`src/rtl/dispatch_stage.sv`:
```
// Decode-and-dispatch stage: small instruction FIFO, RV32I(+M) decode of the head,
// operand resolution from regfile/ROB/CDB, and one registered dispatch packet per cycle.
module dispatch_stage #(
    parameter int ROB_WIDTH_BIT = 3,
    parameter int REG_ID_BIT    = 5,
    parameter int BUF_DEPTH     = 2,
    parameter bit EN_RV32M      = 1'b0
) (
    input  logic                     clk_in,
    input  logic                     rst_in,
    input  logic                     rdy_in,
    input  logic                     flush,
    input  logic                     in_valid,
    output logic                     in_ready,
    input  logic [31:0]              in_pc,
    input  logic [31:0]              in_inst,
    output logic [REG_ID_BIT-1:0]    rs1_id,
    output logic [REG_ID_BIT-1:0]    rs2_id,
    input  logic                     rs1_busy,
    input  logic [31:0]              rs1_value,
    input  logic [ROB_WIDTH_BIT-1:0] rs1_re,
    input  logic                     rs2_busy,
    input  logic [31:0]              rs2_value,
    input  logic [ROB_WIDTH_BIT-1:0] rs2_re,
    input  logic                     rob_rs1_ready,
    input  logic [31:0]              rob_rs1_value,
    input  logic                     rob_rs2_ready,
    input  logic [31:0]              rob_rs2_value,
    input  logic                     cdb_valid,
    input  logic [ROB_WIDTH_BIT-1:0] cdb_rob_id,
    input  logic [31:0]              cdb_value,
    input  logic                     rob_full,
    input  logic [ROB_WIDTH_BIT-1:0] rob_free_id,
    input  logic                     rs_full,
    input  logic                     lsb_full,
    output logic                     disp_valid,
    output logic [1:0]               disp_unit,
    output logic [5:0]               disp_op,
    output logic [REG_ID_BIT-1:0]    disp_rd,
    output logic [ROB_WIDTH_BIT-1:0] disp_rob_id,
    output logic [31:0]              disp_imm,
    output logic [31:0]              disp_pc,
    output logic                     disp_j,
    output logic [31:0]              disp_vj,
    output logic [ROB_WIDTH_BIT-1:0] disp_qj,
    output logic                     disp_k,
    output logic [31:0]              disp_vk,
    output logic [ROB_WIDTH_BIT-1:0] disp_qk
);
    localparam int PTR_W = $clog2(BUF_DEPTH);
    localparam int OPND_W = ROB_WIDTH_BIT + 33;
    localparam logic [0:0] ST_RUN  = 1'b0;
    localparam logic [0:0] ST_HALT = 1'b1;
    localparam logic [31:0] HALT_INST = 32'h0ff00513;

    logic [PTR_W:0] wr_ptr_q, wr_ptr_d, rd_ptr_q, rd_ptr_d;
    logic [0:0]     state_q, state_d;
    logic [31:0]    buf_inst_q [BUF_DEPTH];
    logic [31:0]    buf_pc_q   [BUF_DEPTH];

    logic                     disp_valid_q, disp_valid_d;
    logic [1:0]               disp_unit_q, disp_unit_d;
    logic [5:0]               disp_op_q, disp_op_d;
    logic [REG_ID_BIT-1:0]    disp_rd_q, disp_rd_d;
    logic [ROB_WIDTH_BIT-1:0] disp_rob_id_q, disp_rob_id_d;
    logic [31:0]              disp_imm_q, disp_imm_d, disp_pc_q, disp_pc_d;
    logic [OPND_W-1:0]        opnd_j_q, opnd_j_d, opnd_k_q, opnd_k_d;

    logic        empty, full, push, fire, unit_ok;
    logic [31:0] inst, head_pc, imm;
    logic [5:0]  op;
    logic [1:0]  unit;
    logic        use1, use2, has_rd;
    logic [OPND_W-1:0] opnd_j, opnd_k;

    // Returns {ready, value, tag}; x0 or an unused source is always ready with value 0.
    function automatic logic [OPND_W-1:0] resolve(
        input logic used, input logic [4:0] rid, input logic busy, input logic [31:0] rf_val,
        input logic [ROB_WIDTH_BIT-1:0] re, input logic rob_rdy, input logic [31:0] rob_val,
        input logic cvalid, input logic [ROB_WIDTH_BIT-1:0] cid, input logic [31:0] cval);
        logic [OPND_W-1:0] r;
        if (!used || rid == 5'd0) r = {1'b1, 32'd0, {ROB_WIDTH_BIT{1'b0}}};
        else if (!busy)           r = {1'b1, rf_val, {ROB_WIDTH_BIT{1'b0}}};
        else if (rob_rdy)         r = {1'b1, rob_val, {ROB_WIDTH_BIT{1'b0}}};
        else if (cvalid && cid == re) r = {1'b1, cval, {ROB_WIDTH_BIT{1'b0}}};
        else                      r = {1'b0, 32'd0, re};
        return r;
    endfunction

    assign empty    = (wr_ptr_q == rd_ptr_q);
    assign full     = (wr_ptr_q[PTR_W] != rd_ptr_q[PTR_W]) &&
                      (wr_ptr_q[PTR_W-1:0] == rd_ptr_q[PTR_W-1:0]);
    assign in_ready = !full && (state_q == ST_RUN);
    assign push     = rdy_in && !flush && in_valid && in_ready;
    assign inst     = buf_inst_q[rd_ptr_q[PTR_W-1:0]];
    assign head_pc  = buf_pc_q[rd_ptr_q[PTR_W-1:0]];

    always_comb begin
        op = 6'd39; use1 = 1'b0; use2 = 1'b0; has_rd = 1'b0; imm = 32'd0;
        case (inst[6:0])
            7'b0110111: begin op = 6'd0; has_rd = 1'b1; imm = {inst[31:12], 12'd0}; end
            7'b0010111: begin op = 6'd1; has_rd = 1'b1; imm = {inst[31:12], 12'd0}; end
            7'b1101111: begin
                op = 6'd2; has_rd = 1'b1;
                imm = {{11{inst[31]}}, inst[31], inst[19:12], inst[20], inst[30:21], 1'b0};
            end
            7'b1100111: begin
                if (inst[14:12] == 3'b000) op = 6'd3;
                use1 = 1'b1; has_rd = 1'b1; imm = {{20{inst[31]}}, inst[31:20]};
            end
            7'b1100011: begin
                case (inst[14:12])
                    3'b000: op = 6'd4;  3'b001: op = 6'd5;
                    3'b100: op = 6'd6;  3'b101: op = 6'd7;
                    3'b110: op = 6'd8;  3'b111: op = 6'd9;
                    default: op = 6'd39;
                endcase
                use1 = 1'b1; use2 = 1'b1;
                imm = {{19{inst[31]}}, inst[31], inst[7], inst[30:25], inst[11:8], 1'b0};
            end
            7'b0000011: begin
                case (inst[14:12])
                    3'b000: op = 6'd10; 3'b001: op = 6'd11; 3'b010: op = 6'd12;
                    3'b100: op = 6'd13; 3'b101: op = 6'd14;
                    default: op = 6'd39;
                endcase
                use1 = 1'b1; has_rd = 1'b1; imm = {{20{inst[31]}}, inst[31:20]};
            end
            7'b0100011: begin
                case (inst[14:12])
                    3'b000: op = 6'd15; 3'b001: op = 6'd16; 3'b010: op = 6'd17;
                    default: op = 6'd39;
                endcase
                use1 = 1'b1; use2 = 1'b1; imm = {{20{inst[31]}}, inst[31:25], inst[11:7]};
            end
            7'b0010011: begin
                case (inst[14:12])
                    3'b000: op = 6'd18; 3'b010: op = 6'd19; 3'b011: op = 6'd20;
                    3'b100: op = 6'd21; 3'b110: op = 6'd22; 3'b111: op = 6'd23;
                    3'b001: op = (inst[31:25] == 7'b0000000) ? 6'd24 : 6'd39;
                    3'b101: op = (inst[31:25] == 7'b0000000) ? 6'd25 :
                                 (inst[31:25] == 7'b0100000) ? 6'd26 : 6'd39;
                    default: op = 6'd39;
                endcase
                use1 = 1'b1; has_rd = 1'b1; imm = {{20{inst[31]}}, inst[31:20]};
            end
            7'b0110011: begin
                if (inst[31:25] == 7'b0000000) begin
                    case (inst[14:12])
                        3'b000: op = 6'd27; 3'b001: op = 6'd29; 3'b010: op = 6'd30;
                        3'b011: op = 6'd31; 3'b100: op = 6'd32; 3'b101: op = 6'd33;
                        3'b110: op = 6'd35; default: op = 6'd36;
                    endcase
                end else if (inst[31:25] == 7'b0100000) begin
                    op = (inst[14:12] == 3'b000) ? 6'd28 : (inst[14:12] == 3'b101) ? 6'd34 : 6'd39;
                end else if (inst[31:25] == 7'b0000001 && EN_RV32M) begin
                    op = 6'd40 + {3'd0, inst[14:12]};
                end
                use1 = 1'b1; use2 = 1'b1; has_rd = 1'b1;
            end
            7'b0001111: op = 6'd37;
            default: op = 6'd39;
        endcase
        if (inst == HALT_INST) op = 6'd38;
        // Halt and illegal carry no operands and write no register.
        if (op == 6'd38 || op == 6'd39) begin
            use1 = 1'b0; use2 = 1'b0; has_rd = 1'b0;
        end
    end

    always_comb begin
        if (op >= 6'd10 && op <= 6'd17)      unit = 2'd1;
        else if (op == 6'd38 || op == 6'd39) unit = 2'd2;
        else                                 unit = 2'd0;
        unit_ok = (unit == 2'd0) ? !rs_full : (unit == 2'd1) ? !lsb_full : 1'b1;
        fire    = rdy_in && !flush && !empty && (state_q == ST_RUN) && !rob_full && unit_ok;
        rs1_id  = (use1 && !empty) ? REG_ID_BIT'(inst[19:15]) : '0;
        rs2_id  = (use2 && !empty) ? REG_ID_BIT'(inst[24:20]) : '0;
        opnd_j  = resolve(use1, inst[19:15], rs1_busy, rs1_value, rs1_re, rob_rs1_ready,
                          rob_rs1_value, cdb_valid, cdb_rob_id, cdb_value);
        opnd_k  = resolve(use2, inst[24:20], rs2_busy, rs2_value, rs2_re, rob_rs2_ready,
                          rob_rs2_value, cdb_valid, cdb_rob_id, cdb_value);
    end

    always_comb begin
        wr_ptr_d = wr_ptr_q; rd_ptr_d = rd_ptr_q; state_d = state_q;
        disp_valid_d = disp_valid_q; disp_unit_d = disp_unit_q; disp_op_d = disp_op_q;
        disp_rd_d = disp_rd_q; disp_rob_id_d = disp_rob_id_q; disp_imm_d = disp_imm_q;
        disp_pc_d = disp_pc_q; opnd_j_d = opnd_j_q; opnd_k_d = opnd_k_q;
        if (rdy_in) begin
            if (flush) begin
                rd_ptr_d     = wr_ptr_q;
                state_d      = ST_RUN;
                disp_valid_d = 1'b0;
            end else begin
                wr_ptr_d     = wr_ptr_q + {{PTR_W{1'b0}}, push};
                rd_ptr_d     = rd_ptr_q + {{PTR_W{1'b0}}, fire};
                disp_valid_d = fire;
                if (fire) begin
                    disp_unit_d   = unit;
                    disp_op_d     = op;
                    disp_rd_d     = has_rd ? REG_ID_BIT'(inst[11:7]) : '0;
                    disp_rob_id_d = rob_free_id;
                    disp_imm_d    = imm;
                    disp_pc_d     = head_pc;
                    opnd_j_d      = opnd_j;
                    opnd_k_d      = opnd_k;
                    if (op == 6'd38) state_d = ST_HALT;
                end
            end
        end
    end

    always_ff @(posedge clk_in or posedge rst_in) begin
        if (rst_in) begin
            wr_ptr_q <= '0; rd_ptr_q <= '0; state_q <= ST_RUN;
            disp_valid_q <= 1'b0; disp_unit_q <= '0; disp_op_q <= '0; disp_rd_q <= '0;
            disp_rob_id_q <= '0; disp_imm_q <= '0; disp_pc_q <= '0;
            opnd_j_q <= '0; opnd_k_q <= '0;
        end else begin
            wr_ptr_q <= wr_ptr_d; rd_ptr_q <= rd_ptr_d; state_q <= state_d;
            disp_valid_q <= disp_valid_d; disp_unit_q <= disp_unit_d; disp_op_q <= disp_op_d;
            disp_rd_q <= disp_rd_d; disp_rob_id_q <= disp_rob_id_d; disp_imm_q <= disp_imm_d;
            disp_pc_q <= disp_pc_d; opnd_j_q <= opnd_j_d; opnd_k_q <= opnd_k_d;
        end
    end

    always_ff @(posedge clk_in) begin
        if (push) begin
            buf_inst_q[wr_ptr_q[PTR_W-1:0]] <= in_inst;
            buf_pc_q[wr_ptr_q[PTR_W-1:0]]   <= in_pc;
        end
    end

    assign disp_valid  = disp_valid_q;
    assign disp_unit   = disp_unit_q;
    assign disp_op     = disp_op_q;
    assign disp_rd     = disp_rd_q;
    assign disp_rob_id = disp_rob_id_q;
    assign disp_imm    = disp_imm_q;
    assign disp_pc     = disp_pc_q;
    assign {disp_j, disp_vj, disp_qj} = opnd_j_q;
    assign {disp_k, disp_vk, disp_qk} = opnd_k_q;
endmodule

```
`config.mk`:
```
export PLATFORM = sky130hd
export DESIGN_NAME = dispatch_stage
export DESIGN_NICKNAME = d
export VERILOG_FILES = /design/src/rtl/dispatch_stage.sv
export SDC_FILE = /design/constraint.sdc
export NUM_CORES = 1
export LEC_CHECK = 0
export ABC_CLOCK_PERIOD_IN_PS = 4900
export CAP_MARGIN = 20
export CORE_MARGIN = 2
export CORE_UTILIZATION = 43
export DETAILED_ROUTE_END_ITERATION = 7
export PLACE_DENSITY_LB_ADDON = 0.25
export SYNTH_ARGS = -nofsm -noshare
export SYNTH_HDL_FRONTEND = slang
export SYNTH_SLANG_ARGS = --single-unit
```
`constraint.sdc`:
```
create_clock -name clk_in -period 4.9 [get_ports clk_in]
set_input_delay 0.735 -clock clk_in [delete_from_list [all_inputs] [get_ports clk_in]]
set_output_delay 0.735 -clock clk_in [all_outputs]
set_load 0.005 [all_outputs]
```
# Word-level counts from Yosys, hierarchy flattened
# Memory sizes are Yosys's and may differ from the RTL's. A register that Yosys moved wholly into a read port is not among the register bits.
# Cells that the tools add are included.
word_totals:
  elab_cells: 130
  out_inout_bits: 164
  reg_bits: 126
  ram_bits: 128
  memories: 2
op_classes:
  order_cmp: 2
  muxes: 44
  addsub: 2
  n_reduce_logical: 40
  n_eq_ne: 27
  bitwise_logic: 2
memory_table:
  columns: ["name", "depth", "word_bits", "read_ports", "rd_clocked_by_memory_dff", "wr", "line", "text"]
  rows:
  - ["buf_inst_q", 2, 32, 1, 0, 1, "58", "logic [31:0] buf_inst_q [BUF_DEPTH];"]
  - ["buf_pc_q", 2, 32, 1, 1, 1, "59", "logic [31:0] buf_pc_q [BUF_DEPTH];"]
op_table:
  columns: ["operator", "n"]
  rows:
  - ["36-bit two-way mux", 8]
  - ["32-bit case mux with 5 select lines", 1]
  - ["6-bit case mux with 10 select lines", 1]
  - ["6-bit two-way mux", 8]
  - ["6-bit case mux with 8 select lines", 1]
  - ["6-bit case mux with 7 select lines", 1]
  - ["6-bit case mux with 6 select lines", 1]
  - ["32-bit by 28-bit equality test with 1-bit output, second input constant", 1]
  - ["6-bit case mux with 5 select lines", 1]
  - ["7-bit by 6-bit equality test with 1-bit output, second input constant", 4]
  - ["7-bit equality test, second input constant", 3]
  - ["6-bit case mux with 3 select lines", 1]
  - ["5-bit two-way mux", 3]
  - ["7-bit by 5-bit equality test with 1-bit output, second input constant", 2]
  - ["1-bit logical AND", 14]
  - ["1-bit two-way mux", 14]
  - ["3-bit equality test, second input constant", 4]
  - ["6-bit equality test, second input constant", 2]
  - ["5-bit zero test", 2]
  - ["1-bit zero test", 8]
  - ["7-bit by 2-bit equality test with 1-bit output, second input constant", 1]
  - ["7-bit by 4-bit equality test with 1-bit output, second input constant", 1]
  - ["7-bit zero test", 1]
  - ["7-bit OR reduction", 1]
  - ["22 further kinds", 33]

# Logic depth before layout (Yosys ltp)
# Gate-level depths: netlist of the first run.
# An unclocked memory read counts as a cell.
depth:
  depth_word: 18
  mapped_depth: 19
  depth_no_buf: 12

# Worst setup path after synthesis of the first run
# Ideal clock, no wire load.
synth_path:
  path_type: "register to register"
  startpoint: "reg rd_ptr_q[0]"
  endpoint: "reg wr_ptr_q[1]"
  synth_period_minus_slack_ns: 3.649
  stages_incl_launch_ff: 11
  arrival_time_ns: 3.525
  slack_ns: 1.251
  setup_time_ns: 0.125
  required_ns: 4.775
  cell_sequence: "dfrtp_1 -> buf_6 -> buf_2 -> buf_2 -> buf_2 -> xnor2_1 -> a21oi_1 -> and3_1 -> ha_1 -> nand2_1 -> xnor2_1"
synth_via:
  elab_chain_len: 6
synth_lines:
  columns: ["item", "line", "text"]
  rows:
  - ["start: declaration", "56", "logic [PTR_W:0] wr_ptr_q, wr_ptr_d, rd_ptr_q, rd_ptr_d;"]
  - ["start signal: assignment", "221", "wr_ptr_q <= wr_ptr_d; rd_ptr_q <= rd_ptr_d; state_q <= state_d;"]
  - ["1-bit equality test", "92", "(wr_ptr_q[PTR_W-1:0] == rd_ptr_q[PTR_W-1:0]);"]
  - ["1-bit logical AND", "91", "assign full = (wr_ptr_q[PTR_W] != rd_ptr_q[PTR_W]) &&"]
  - ["1-bit zero test", "93", "assign in_ready = !full && (state_q == ST_RUN);"]
  - ["1-bit logical AND", "93", null]
  - ["named net in_ready", "14", "output logic in_ready,"]
  - ["1-bit logical AND", "94", "assign push = rdy_in && !flush && in_valid && in_ready;"]
  - ["2-bit by 1-bit adder with 2-bit output", "196", "wr_ptr_d = wr_ptr_q + {{PTR_W{1'b0}}, push};"]
  - ["end signal: assignment", "221", null]
  - ["end: declaration", "56", null]
# The timed path passes the listed nets, and every way through them passes these cells.
# A chain may end at the register's enable or synchronous reset.

# Final worst setup path of the first run
layout_path:
  startpoint: "reg rd_ptr_q[0]"
  endpoint: "out rs1_id[1]"
layout_via:
  elab_chain_len: 13
  word_cells_on_any_way: 47
  cone_classes: "eq/ne (22); mux (18); reduce/logical (6); memory (1)"
layout_lines:
  columns: ["item", "line", "text"]
  rows:
  - ["parallel branches: the longest is 12 deep, another holds memory 2 x 32 bit", null, null]
  - ["5-bit two-way mux (*)", "177", "rs1_id = (use1 && !empty) ? REG_ID_BIT'(inst[19:15]) : '0;"]
  - ["end: declaration", "17", "output logic [REG_ID_BIT-1:0] rs1_id,"]
# Mark *: on every way between the ends.

==> metrics, run 1 <==
status finished, final reports clean; power per cell area 386 nW/um^2; Worst path max stage delay 0.50 ns; vias 11.3k; Setup violations, final 0; clock skew 0.00889 ns; DP Area 18200 um^2; DIE AREA 33300 um^2; max-slew violation count 0; Reg area 7800 um^2; vias in the first global route 11.4k; combinational power share 0.278; die width 182 um; CTS buffer count 30; Antenna Nets Post-Route 0; CTS tree done; most frequent CP cell or3_4; worst hold path class register to register; ys flop type dfrtp_1; Die Y 182 um; initial antenna violation count 10; Fill cells 2532; sw power 0.00210 W; layout cells sized above 1 0.154; dominant cell type by area after synthesis dfrtp_1; htree depth 1; Routed WL 46500 um; CTS clk-pin slew, worst paths 0.06 ns; Congestion Overflow GR 0; hold violation count in the final report 0; Post-Syn Area 13700 um^2; Slew @ Worst Pin 1.16 ns; Max Cap Viol 0; Final min period 4.77 ns; Worst VDD drop 298 uV; worst hold slack 0.486 ns; Cell Chain, Critical Path clkbuf_4 > buf_8 > or3_4 > a2111oi_4 > a221o_1 > nor3_1 > nor2_2 > nand3_2 > and3_4 > or3_4 > nor2b_2 > clkdlybuf4s50_1; Clk pwr share 0.319; Seq/Total Area, Yosys 0.570; GPL Wtd Cong 0.916; synth top area cells dfrtp_1, edfxtp_1, mux2_2, nand2_1, o2bb2ai_1; io pins 413; DP Worst Slack 0.308 ns; drt first-iter violations 710; Clk Tree Root Cell clkbuf_16; Worst Setup End Kind output pin; post-synthesis cell type count 67; first-pass GRT wire length 69900 um; leakage 7.56 nW; YS warnings 0; CP Launch Type register; Yosys top cell area share 0.289; clk sink count 286; Nets 1834; drt pass-1 iters 5; row count 65; Worst-Skew Late Latency 0.56 ns; initial core utilization 0.435; period utilisation layout 0.973; Layout area overhead 42.7%; Slowest cell on crit path clkdlybuf4s50_1; largest net degree at the start of global routing 159; HPWL Detailed 33500 um; total power 0.00754 W; Critical Path Fanout Max 19; Peak Freq 210 MHz; Worst EP arrival 4.03 ns; Post-synth EDFFs 128; CP Buf/Inv Count 3; gr usage total 0.274; Worst EP required 4.16 ns; Reg power frac 0.403; fraction of registers with async set/reset 0.552; synthesized net count 1420; cell family with most CP delay simple AND/OR/NAND/NOR gates; I/O Buffers 412; internal power 0.00544 W; CP Class register to output pin; # DRC 0; #FFs+latches synth 286; via-per-instance ratio 5.61; Inst Count DP 1936; Slew Limit Headroom 0.224; final std cells w/o fill 2016; Net Sw Frac 0.278; routed len/inst 23.1 um; Max clock buf depth 3; multi-input logic area 5500 um^2; cells after synthesis 1168; core area 31500 um^2; Syn Area/Cell 11.7 um^2; hold-fix buffers at CTS 0; final setup margin 0.132 ns; design area 19500 um^2
[cell families after synthesis]
logic type	after synthesis	synth area share
compound gates	318	0.167
simple gates	307	0.104
flops	286	0.570
mux	134	0.107
buf+inv	107	0.0409
xor+xnor	13	0.00832
fa+ha+maj	3	0.00274
[metal layers]
metal  share of wire  routed length (um)  global-route usage  vias to the layer above
li1                -                   -                   -                     5196
met1            0.41               18900               0.353                     5531
met2            0.46               21500               0.435                      495
met3           0.089                4130              0.0780                       89
met4           0.044                2040               0.118                        4
met5         0.00058                  27                   0                        -
[synth_stat cells, types with 26 or more instances]
library cell / count
o211ai_1: 70
a21oi_1: 26
dfrtp_1: 158
o21ai_0: 92
mux2_2: 95
nor2_1: 28
clkbuf_1: 48
edfxtp_1: 128
mux2i_1: 32
nand2_1: 179
o2bb2ai_1: 66
inv_1: 28
[per-stage QoR]
step,TNS (ns),util
2_1_floorplan,0,-
3_3_place_gp,0,0.577
3_5_place_dp,0,0.577
4_1_cts,0,0.613
5_1_grt,-0.0182,0.620
6_report,0,0.620
[power by group through the flow]
stage	logic [W]	clock network, W	registers [W]
6_report	0.00209	0.00240	0.00304
3_3_place_gp	0.00197	0	0.00310
5_1_grt	0.00225	0.00255	0.00308
4_1_cts	0.00205	0.00245	0.00305
3_5_place_dp	0.00198	0	0.00311
2_1_floorplan	0.000961	0	0.00307
[final timing paths]
kind	from	slack (ns)	endpoint	depth (start not counted)
max	rd_ptr_q[0]$_DFFE_PP0P_	0.13	rs1_id[1]	12
min	opnd_j_q[3]$_DFFE_PP0P_	0.49	opnd_j_q[3]$_DFFE_PP0P_	1
max reg2reg	rd_ptr_q[0]$_DFFE_PP0P_	0.71	disp_pc[5]$_DFFE_PP0P_	14
min reg2reg	opnd_j_q[3]$_DFFE_PP0P_	0.49	opnd_j_q[3]$_DFFE_PP0P_	1
max in group asynchronous	rst_in	3.24	disp_pc[21]$_DFFE_PP0P_	3
min in group asynchronous	rst_in	0.65	opnd_j_q[32]$_DFFE_PP0P_	3
[cells in the final DEF (no fill, tap or decap), types with 5 or more instances in the layout]
cell             instances
clkbuf_16               30
a22o_1                   5
inv_1                   27
o211ai_1                70
o21ai_0                 92
a21oi_1                 26
o2bb2ai_1               66
bufinv_16                5
mux2_1                   7
o2bb2ai_2               10
nand2b_1                12
nor2b_1                  7
or3_1                    9
xnor2_1                  7
edfxtp_1               128
clkinv_2                 7
mux2i_1                 32
mux2_2                  95
nand3b_1                 5
xor2_1                   6
nor2_1                  26
nor4_1                   6
dfrtp_1                157
nand2_1                178
diode_2                  8
clkdlybuf4s50_1        404
nand3_1                 14
nand4_1                  6
buf_4                   43
o22ai_1                  6
[registers in the layout, summed over array words and instances, names as in the netlist]
signal / cells
buf_inst_q: 64
buf_pc_q: 64
opnd_j_q: 36
opnd_k_q: 36
disp_imm: 32
disp_pc: 32
disp_op: 6
disp_rd: 5
disp_rob_id: 3
disp_unit: 2
rd_ptr_q: 2
wr_ptr_q: 2
disp_valid: 1
state_q: 1
[cell type report]
type	instances	area share
Antenna cell	8	0.00103
Tap cell	402	0.0258
Clock inverter	19	0.0124
Sequential cell	286	0.400
Timing Repair Buffer	461	0.233
Multi-Input combinational cell	775	0.282
Clock buffer	37	0.0413
Inverter	28	0.00558
[repair_timing]
action,4_1_cts,5_1_grt
setup buffers,4,12
endpoints found under the setup margin,10,10
pin swaps,2,10
gates resized for setup,5,31
Note: power is estimated with default switching activity, not from simulation.
==> run 2: changes to the inputs <==
Settings changed: CORE_MARGIN 2 to 3.
==> metrics, run 2 (same netlist as run 1, synthesis figures left out) <==
power per cell area 387 nW/um^2; clock skew 0.0237 ns; CP Class register to output pin; period utilisation layout 0.972; GPL Wtd Cong 0.955; vias 11.3k; # DRC 0; final core utilization 0.630; Slew Limit Headroom 0.351; Fill cells 2491; Worst path max stage delay 0.57 ns; Nets 1837; Critical Path Fanout Max 9; Worst VDD drop 345 uV; setup_tns 0 ns; most frequent CP cell nand3_2; Clk Tree Root Cell clkbuf_16; DIE AREA 34000 um^2; Layout area overhead 42.8%; drt first-iter violations 757; row count 64; htree depth 1; Routed WL 47700 um; layout cells sized above 1 0.153; worst hold path class input port to asynchronous set/reset pin; multi-input logic area 5490 um^2; core area 31000 um^2; Peak Freq 210 MHz; CTS tree done; CTS buffer count 31; hold violation count in the final report 0; Setup violations, final 0; Slowest cell on crit path clkdlybuf4s50_1; Max Cap Viol 0; largest net degree at the start of global routing 116; Slew @ Worst Pin 0.973 ns; clk sink count 286; unrepaired setup endpoints after global routing true; Worst Setup End Kind output pin; drt pass-1 iters 5; CP Launch Type register; total power 0.00755 W; Final min period 4.76 ns; Worst EP required 4.16 ns; vias in the first global route 11.4k; gr usage total 0.271; Reg area 7800 um^2; leakage 7.56 nW; most frequent cells in the layout clkdlybuf4s50_1, nand2_1, dfrtp_1, edfxtp_1, mux2_2; via-per-instance ratio 5.63; max-slew violation count 0; I/O Buffers 412; Antenna Nets Post-Route 0; die width 184 um; Max clock buf depth 3; Worst-Skew Late Latency 0.57 ns; first-pass GRT wire length 71000 um; CP Buf/Inv Count 3; Congestion Overflow GR 0; commonest non-fill, non-tap cell in the layout clkdlybuf4s50_1; initial core utilization 0.442; initial antenna violation count 9; HPWL Detailed 35100 um; Die Y 184 um; status finished, final reports clean; Worst EP arrival 4.03 ns; Cell Chain, Critical Path buf_12 > or3_4 > a2111oi_4 > a221o_1 > nor3_2 > nor2_2 > nand3_2 > buf_4 > nand3_2 > nand3b_1 > nor2_1 > clkdlybuf4s50_1; CTS clk-pin slew, worst paths 0.07 ns; cell family with most CP delay simple AND/OR/NAND/NOR gates; io pins 413; routed len/inst 23.7 um
==> run 2: final cells by class <==
class / count / share of cell area
tap: 396 / 0.0254
antenna: 4 / 0.000512
sequential: 286 / 0.399
inverter: 28 / 0.00557
clock buffer: 38 / 0.0426
timing repair buffer: 463 / 0.234
clock inverter: 20 / 0.0117
multi-input combinational: 775 / 0.281
==> run 2: per-stage QoR <==
stage / setup slack (ns) / instances / hold WS [ns] / cell area [um^2]
after floorplan: 1.25 / 1168 / 0.479 / 13700
after global placement: 0.244 / 1933 / 0.471 / 18200
after detailed placement: 0.176 / 1933 / 0.474 / 18200
after CTS: 0.0109 / 1995 / 0.392 / 19300
after global routing: -0.0562 / 2010 / 0.408 / 19500
final: 0.137 / 2010 / 0.415 / 19500
==> run 2: path summary, 6_finish.rpt <==
check / start / end / slack [ns] / depth (start not counted)
worst max-delay path: rd_ptr_q[0]$_DFFE_PP0P_ / rs2_id[0] / 0.14 / 12
worst min-delay path: rst_in / opnd_j_q[28]$_DFFE_PP0P_ / 0.42 / 2
worst max register to register: rd_ptr_q[0]$_DFFE_PP0P_ / disp_imm[6]$_DFFE_PP0P_ / 0.90 / 12
worst min register to register: opnd_k_q[22]$_DFFE_PP0P_ / opnd_k_q[22]$_DFFE_PP0P_ / 0.49 / 1
max in group asynchronous: rst_in / disp_imm[21]$_DFFE_PP0P_ / 3.57 / 3
min in group clk_in: opnd_k_q[22]$_DFFE_PP0P_ / opnd_k_q[22]$_DFFE_PP0P_ / 0.49 / 1
==> run 2: timing repair <==
item | 4_1_cts | 5_1_grt
resized for setup | 6 | 31
buffers inserted | 4 | 11
setup endpoints to repair | 10 | 10
pin swaps | 3 | 13
hold buffers | 0 | 0
gates cloned | 0 | 0
==> run 2: layer usage <==
metal | share of wire | GRT usage | vias to the layer above
met5 | 0.0012 | 0 | -
met4 | 0.038 | 0.0892 | 10
met3 | 0.090 | 0.0738 | 101
met2 | 0.47 | 0.446 | 483
met1 | 0.40 | 0.350 | 5523
li1 | - | - | 5206
==> run 2: power by group <==
group	total [W]	internal, W	leakage, nW	switching [W]
clock network	0.00241	0.00142	0.508	0.000981
registers	0.00305	0.00285	3.25	0.000200
logic	0.00209	0.00116	3.80	0.000937
total	0.00755	0.00544	7.56	0.00212
==> run 3: changes to the inputs <==
Settings changed: CORE_MARGIN 3 to 8, SKIP_CTS_REPAIR_TIMING set to 1.
==> metrics, run 3 (same netlist as run 1, synthesis figures left out) <==
via-per-instance ratio 5.72; CTS buffer count 30; leakage 7.44 nW; largest net degree at the start of global routing 159; Final min period 4.81 ns; Worst R2R Path Depth 13; Clk Tree Root Cell clkbuf_16; worst hold path class register to register; htree depth 1; Max Cap Viol 0; first-pass GRT wire length 75000 um; Worst Setup EP rs1_id[4]; Antenna Nets Post-Route 0; final setup margin 0.0933 ns; max-slew violation count 0; Slew Limit Headroom 0.339; Congestion Overflow GR 0; Slowest cell on crit path dfrtp_4; row count 65; Setup violations, final 0; Worst VDD drop 461 uV; I/O Buffers 412; drt first-iter violations 744; CP Buf/Inv Count 3; status finished, final reports clean; Worst path max stage delay 0.56 ns; # DRC 0; initial core utilization 0.435; Nets 1827; Worst EP arrival 4.07 ns; power per cell area 388 nW/um^2; HPWL Detailed 36400 um; Max clock buf depth 3; DIE AREA 37800 um^2; clk sink count 286; CP Class register to output pin; io pins 413; period utilisation layout 0.981; DP Worst Slack 0.339 ns; Slew @ Worst Pin 0.991 ns; die width 194 um; Worst-Skew Late Latency 0.55 ns; CTS tree done; Critical Path Fanout Max 11; core area 31500 um^2; Routed WL 49900 um; most frequent cells in the layout clkdlybuf4s50_1, nand2_1, dfrtp_1, edfxtp_1, mux2_2; CTS clk-pin slew, worst paths 0.07 ns; Worst R2R Setup Slack 0.86 ns; initial antenna violation count 10; Die Y 194 um; commonest non-fill, non-tap cell in the layout clkdlybuf4s50_1; routed len/inst 24.9 um; crit path from rd_ptr_q[0]$_DFFE_PP0P_; final core utilization 0.618; gr usage total 0.254; CP Launch Type register; drt pass-1 iters 5; critical path depth 12; Worst EP required 4.16 ns; GPL Wtd Cong 0.962; Cell Chain, Critical Path buf_6 > or3b_4 > a222oi_1 > buf_4 > a221o_1 > nor3_1 > nor2_1 > nand3_1 > and3_1 > or3_4 > nor2b_1 > clkdlybuf4s50_1; vias 11.5k; reg-to-reg critical path startpoint rd_ptr_q[0]$_DFFE_PP0P_; Layout area overhead 42.1%; reg-to-reg endpoint opnd_k_q[34]$_DFFE_PP0P_; layout cells sized above 1 0.146; Fill cells 2525; vias in the first global route 11.6k; clock skew 0.0142 ns; cell family with most CP delay simple AND/OR/NAND/NOR gates; Peak Freq 208 MHz; Worst Setup End Kind output pin; hold violation count in the final report 0; Hold Crit Start disp_rd[4]$_DFFE_PP0P_
## run 3: cell count changes in the layout (fill, tap and decap cells not counted), sizes merged, moves of 3 or more
cell / delta
clkbuf: -7
buf: -8
clkinvlp: +5
diode: +3
clkdlybuf4s50: +5
dlymetal6s2s: -5
## run 3: worst reg2reg max path, delay by kind of cell, from the launching register on
kind | cells | cell delay (ns)
buffers and inverters | 4 | 1.24
AOI/OAI and AO/OA | 6 | 1.21
and+or+nand+nor | 2 | 0.58
DFF | 1 | 0.52
muxes | 1 | 0.39
## run 3: where the power goes
| group | total [W] | switching, W | internal [W] |
|---|---|---|---|
| Sequential | 0.00305 | 0.000200 | 0.00286 |
| Clock | 0.00243 | 0.000988 | 0.00144 |
| Combinational | 0.00207 | 0.000945 | 0.00113 |
| Total | 0.00755 | 0.00213 | 0.00542 |
## run 3: final cells by class
cell class	count	area, um^2	share of cell area
Sequential cell	286	7800	0.401
Multi-Input combinational cell	775	5460	0.281
Timing Repair Buffer	454	4490	0.231
Clock buffer	32	790	0.0406
Tap cell	402	503	0.0259
Clock inverter	24	274	0.0141
Inverter	28	113	0.00579
Antenna cell	7	17.5	0.000901
## run 3: worst min path at each step
stage,endpoint,slack [ns],cells past startpoint
3_3_place_gp,opnd_k_q[21]$_DFFE_PP0P_,0.47,1
6_report,disp_rd[4]$_DFFE_PP0P_,0.49,1
3_5_place_dp,opnd_k_q[16]$_DFFE_PP0P_,0.47,1
4_1_cts,opnd_j_q[15]$_DFFE_PP0P_,0.49,1
2_1_floorplan,opnd_j_q[23]$_DFFE_PP0P_,0.48,1
5_1_grt,opnd_j_q[30]$_DFFE_PP0P_,0.50,1
## run 3: layer usage
layer  GRT usage  share of wire
met5           0        0.00084
met1       0.310           0.40
met4      0.0993          0.038
met3      0.0753          0.086
met2       0.420           0.48
## run 3: per-stage QoR
step	std cells	cell area (um^2)	TNS, ns	total power [W]	hold slack, ns
finish	2008	19400	0	0.00755	0.487
global route	2008	19400	-0.113	0.00788	0.496
CTS	1991	19200	-1.81	0.00756	0.491
detailed placement	1935	18200	0	0.00510	0.473
global placement	1934	18100	0	0.00508	0.471
floorplan	1168	13700	0	0.00403	0.479
